--- src/rtl/seq_magnitude_compare_pkg.sv ---
// Shared definitions for the sequential magnitude comparator.
//   state_t          : FSM encoding (IDLE, SCAN, DONE)
//   calc_num_digits  : number of DIGIT-wide scan steps for a WIDTH-bit operand
//   calc_cnt_width   : digit counter width, clog2(num_digits) with a minimum of 1
package seq_magnitude_compare_pkg;

  typedef enum logic [1:0] {
    ST_IDLE = 2'd0,
    ST_SCAN = 2'd1,
    ST_DONE = 2'd2
  } state_t;

  function automatic int calc_num_digits(input int width, input int digit);
    return width / digit;
  endfunction

  function automatic int calc_cnt_width(input int num_digits);
    return (num_digits > 1) ? $clog2(num_digits) : 1;
  endfunction

endpackage

--- src/rtl/seq_magnitude_compare_compare_digit.sv ---
// compare_digit: purely combinational unsigned compare of one DIGIT-wide digit.
//   i_a_dig   : digit of operand A
//   i_b_dig   : digit of operand B
//   o_dig_gt  : A digit > B digit
//   o_dig_eq  : A digit == B digit
module compare_digit #(
  parameter int DIGIT = 4
) (
  input  logic [DIGIT-1:0] i_a_dig,
  input  logic [DIGIT-1:0] i_b_dig,
  output logic             o_dig_gt,
  output logic             o_dig_eq
);

  assign o_dig_gt = (i_a_dig > i_b_dig);
  assign o_dig_eq = (i_a_dig == i_b_dig);

endmodule

--- src/rtl/seq_magnitude_compare.sv ---
// seq_magnitude_compare: multi-cycle gt/eq/lt comparator scanning DIGIT bits per
// cycle, most-significant digit first, stopping on the first differing digit.
//   clk, rst_n        : clock, asynchronous active-low reset
//   start_valid/ready : request handshake carrying a, b, is_signed
//   a, b              : WIDTH-bit operands
//   is_signed         : 1 = two's-complement compare, 0 = unsigned
//   res_valid/ready   : result handshake
//   gt, eq, lt        : one-hot result while res_valid is high
//   o_dbg_state       : current FSM state (state_t encoding)
//
// Handshakes: a transfer happens on a rising edge where valid and ready are both
// high. start_ready is high only in IDLE and res_valid only in DONE; both are
// decoded from state alone, so neither depends combinationally on any input.
// start_valid is ignored outside IDLE.
module seq_magnitude_compare
  import seq_magnitude_compare_pkg::*;
#(
  parameter int WIDTH = 16,
  parameter int DIGIT = 4
) (
  input  logic             clk,
  input  logic             rst_n,
  input  logic             start_valid,
  output logic             start_ready,
  input  logic [WIDTH-1:0] a,
  input  logic [WIDTH-1:0] b,
  input  logic             is_signed,
  output logic             res_valid,
  input  logic             res_ready,
  output logic             gt,
  output logic             eq,
  output logic             lt,
  output logic [1:0]       o_dbg_state
);

  localparam int NUM_DIGITS = calc_num_digits(WIDTH, DIGIT);
  localparam int CNT_W      = calc_cnt_width(NUM_DIGITS);
  localparam logic [CNT_W-1:0] LAST_CNT = CNT_W'(NUM_DIGITS - 1);

  state_t             r_state;
  state_t             w_next_state;
  logic [WIDTH-1:0]   r_a;
  logic [WIDTH-1:0]   r_b;
  logic [CNT_W-1:0]   r_cnt;
  logic               r_gt;
  logic               r_eq;
  logic               r_lt;

  logic               w_start_hs;
  logic               w_last;
  logic               w_dig_gt;
  logic               w_dig_eq;
  logic [WIDTH-1:0]   w_sign_flip;

  assign w_start_hs = start_valid & (r_state == ST_IDLE);
  assign w_last     = (r_cnt == LAST_CNT);

  // Inverting the MSB maps two's-complement onto offset-binary, so the scan
  // below only ever needs an unsigned digit compare.
  assign w_sign_flip = WIDTH'(is_signed) << (WIDTH - 1);

  compare_digit #(
    .DIGIT (DIGIT)
  ) u_compare_digit (
    .i_a_dig  (r_a[WIDTH-1 -: DIGIT]),
    .i_b_dig  (r_b[WIDTH-1 -: DIGIT]),
    .o_dig_gt (w_dig_gt),
    .o_dig_eq (w_dig_eq)
  );

  always_ff @(posedge clk or negedge rst_n) begin
    if (!rst_n) begin
      r_state <= ST_IDLE;
    end else begin
      r_state <= w_next_state;
    end
  end

  always_comb begin
    w_next_state = r_state;
    case (r_state)
      ST_IDLE: if (start_valid)              w_next_state = ST_SCAN;
      ST_SCAN: if (!w_dig_eq || w_last)      w_next_state = ST_DONE;
      ST_DONE: if (res_ready)                w_next_state = ST_IDLE;
      default:                               w_next_state = ST_IDLE;
    endcase
  end

  // Operand shift registers, digit counter and result flags. Result flags are
  // only rewritten when a scan terminates, so they hold across IDLE.
  always_ff @(posedge clk or negedge rst_n) begin
    if (!rst_n) begin
      r_a   <= '0;
      r_b   <= '0;
      r_cnt <= '0;
      r_gt  <= 1'b0;
      r_eq  <= 1'b0;
      r_lt  <= 1'b0;
    end else if (w_start_hs) begin
      r_a   <= a ^ w_sign_flip;
      r_b   <= b ^ w_sign_flip;
      r_cnt <= '0;
    end else if (r_state == ST_SCAN) begin
      if (!w_dig_eq) begin
        r_gt <= w_dig_gt;
        r_lt <= ~w_dig_gt;
        r_eq <= 1'b0;
      end else if (w_last) begin
        r_gt <= 1'b0;
        r_lt <= 1'b0;
        r_eq <= 1'b1;
      end else begin
        r_a   <= r_a << DIGIT;
        r_b   <= r_b << DIGIT;
        r_cnt <= r_cnt + CNT_W'(1);
      end
    end
  end

  assign start_ready = (r_state == ST_IDLE);
  assign res_valid   = (r_state == ST_DONE);
  assign gt          = r_gt;
  assign eq          = r_eq;
  assign lt          = r_lt;
  assign o_dbg_state = r_state;

endmodule

--- config.mk ---
export PLATFORM = sky130hd
export DESIGN_NAME = seq_magnitude_compare
export DESIGN_NICKNAME = d
export VERILOG_FILES = /design/src/rtl/seq_magnitude_compare_pkg.sv /design/src/rtl/seq_magnitude_compare_compare_digit.sv /design/src/rtl/seq_magnitude_compare.sv
export SDC_FILE = /design/constraint.sdc
export NUM_CORES = 1
export LEC_CHECK = 0
export ABC_AREA = 1
export CORE_MARGIN = 4
export CORE_UTILIZATION = 43
export DETAILED_ROUTE_END_ITERATION = 8
export PLACE_DENSITY = 0.69
export RECOVER_POWER = 100
export SLEW_MARGIN = 0
export SYNTH_ARGS = -nofsm -noshare
export SYNTH_HDL_FRONTEND = slang
export SYNTH_SLANG_ARGS = --single-unit
--- constraint.sdc ---
create_clock -name clk -period 2.64 [get_ports clk]
set_input_delay 0.528 -clock clk [delete_from_list [all_inputs] [get_ports clk]]
set_output_delay 0.528 -clock clk [all_outputs]
set_load 0.03 [all_outputs]
==> flow_summary.json <==
{
  "status": "finished clean",
  "die_area_sq_um": 5960,
  "r2r_slack_ns": 0.49,
  "slew_headroom_pct": 41.1,
  "yosys_most_used_dff": "dfrtp_1",
  "gp_congestion": 0.727,
  "worstSetupPathType": "reg2out",
  "cts_resized": 0,
  "cts_tree": "yes",
  "grt_setup_unrepaired": "false",
  "clk_latency_ns": 0.28,
  "antenna_found_initial": 0,
  "post-route-min-period_ns": 2.20,
  "syn-num-nets": 320,
  "hp-class": "in2async",
  "ant_nets": 0,
  "hold_buffers": 0,
  "fmax_mhz": 455,
  "start_util_pct": 45.7,
  "overflow": 0,
  "yosysWarnings": 0,
  "synth.distinct_cells": 19,
  "core_sq_um": 4500,
  "timing.rr.end": "r_cnt[1]",
  "htreeDepth": 2,
  "synth_edf_count": 0,
  "num_vias": 1766,
  "synth.top_cell.area_share_pct": 47.4,
  "p_per_area_nw_per_um2": 1050,
  "cts_setup_buffers": 0,
  "drive_gt1_share_pct": 4.44,
  "worstMarginPinSlew_ns": 0.883,
  "first_iter_violations": 63,
  "first_global_vias": 1653,
  "cts_sinks": 39,
  "required_ns": 2.11,
  "ir_drop_v": 0.000390,
  "clkTransAtPathRegs_ns": 0.07,
  "avgViaCountPerCell": 4.81,
  "ys_top_cells_by_count": "nand2_1 (156), dfrtp_1 (39), nand3_1 (35)",
  "report.final.slew_viol_count": 0,
  "endpoint_kind": "output pin",
  "fin_nets": 358,
  "post-route-util_pct": 56.1,
  "period_share_pct": 83.3,
  "wirelength_um": 4180,
  "drc": 0,
  "synth_top_area_cell": "dfrtp_1",
  "pin_count": 44,
  "syn_to_final_growth_pct": 22.7,
  "grt_pass1_wl_um": 7150,
  "syn-cell-area_sq_um": 2060,
  "power_mw": 2.65,
  "die_x_um": 77.2,
  "grt_use_total_pct": 14.7,
  "clock_path_buffers": 2,
  "hold_violations": 0,
  "syn_area_per_cell_sq_um": 7.41,
  "grt_max_degree": 40,
  "skew_ns": 0.00336,
  "path_max_fanout": 5,
  "ys_seq_area_share_pct": 47.4,
  "fin_hold_ws_ns": 0.362,
  "die_h_um": 77.2,
  "synth_area_leaders": "dfrtp_1 (47%), nand2_1 (28%), nand3_1 (8.5%)",
  "synth_most_common_cell": "nand2_1",
  "synth_seq_cells": 39,
  "leakage_nw": 1.39,
  "r2r.worst_path.cells": 7,
  "synth_async_sr_flop_share_pct": 100,
  "cap_violations": 0,
  "numCtsBuffers": 5,
  "setup_tns_ns": 0,
  "hpwlAfterDp_um": 2850,
  "setup_violations": 0,
  "std_cell_rows": 24,
  "syn_inst": 278,
  "r2r-start": "r_a[15]",
  "io_buffers": 43,
  "cts-root-buf": "clkbuf_8",
  "start_kind": "flip-flop",
  "arrival_ns": 1.67,
  "dr.pass1.iters": 4,
  "diodes": 0,
  "post_drt_wl_per_cell_um": 11.4
}
==> cells by family after synthesis <==
kind of cell,synth area share [%]
simple gates,41.1
compound gates,1.21
fa+ha+maj,3.04
flops,47.4
buf+inv,7.29
==> layout by cell type (no fill, tap or decap) <==
cell,n
a21oi_1,2
clkdlybuf4s50_1,35
ha_1,5
o21bai_1,1
nand3_4,1
inv_1,13
dlygate4sd3_1,7
nand2_1,156
nand2_4,1
buf_4,1
nor2_1,4
clkbuf_1,2
nand4_1,1
nand2_2,1
nor2_4,1
nand3_1,35
clkbuf_8,5
buf_2,1
o31ai_1,1
inv_2,2
nor2_2,1
dfrtp_1,39
==> worst max-delay path, cell delays in order (launching register included) <==
cell and delay, ns:
dfrtp_1 0.44, nor2_2 0.19, dlygate4sd3_1 0.77
==> area by class of cell <==
type                            count  area [sq um]
Clock buffer                        6          72.6
Fill cell                         429          1980
Inverter                           15          56.3
Multi-Input combinational cell    210           922
Sequential cell                    39           976
Tap cell                           52          65.1
Timing Repair Buffer               45           437
==> worst max-delay path by stage <==
| stage | cells past startpoint | start | to |
|---|---|---|---|
| 2_1_floorplan | 2 | o_dbg_state[1] | res_valid |
| 3_3_place_gp | 7 | start_valid | r_b[5] |
| 3_5_place_dp | 7 | start_valid | r_a[15] |
| 4_1_cts | 2 | o_dbg_state[0] | start_ready |
| 5_1_grt | 7 | r_a[15] | r_a[15] |
| 6_report | 2 | o_dbg_state[0] | start_ready |
==> routing by layer <==
metal	up-vias	global-route usage (%)	routed length [um]
li1	938	-	-
met1	786	17.8	1950
met2	38	25.3	1970
met3	4	4.80	229
met4	0	3.74	31
met5	-	0	0
==> per-stage QoR <==
| step | setup slack [ns] | cell area (sq um) | std cells |
|---|---|---|---|
| global placement | 0.595 | 2470 | 361 |
| detailed placement | 0.566 | 2470 | 361 |
| global route | 0.264 | 2530 | 367 |
| floorplan | 1.02 | 2060 | 278 |
| CTS | 0.481 | 2540 | 367 |
| finish | 0.440 | 2530 | 367 |
==> sequential cells by signal, summed over array words and instances (netlist names) <==
register,count
r_a,16
r_b,16
o_dbg_state,2
r_cnt,2
eq,1
gt,1
lt,1
==> where the power goes <==
group	internal, mW	switching [mW]	leakage (nW)	total, mW
registers	0.861	0.150	0.497	1.01
logic	0.469	0.800	0.853	1.27
clock network	0.176	0.190	0.0371	0.366
total	1.51	1.14	1.39	2.65
Note: power is estimated with default switching activity, not from simulation.
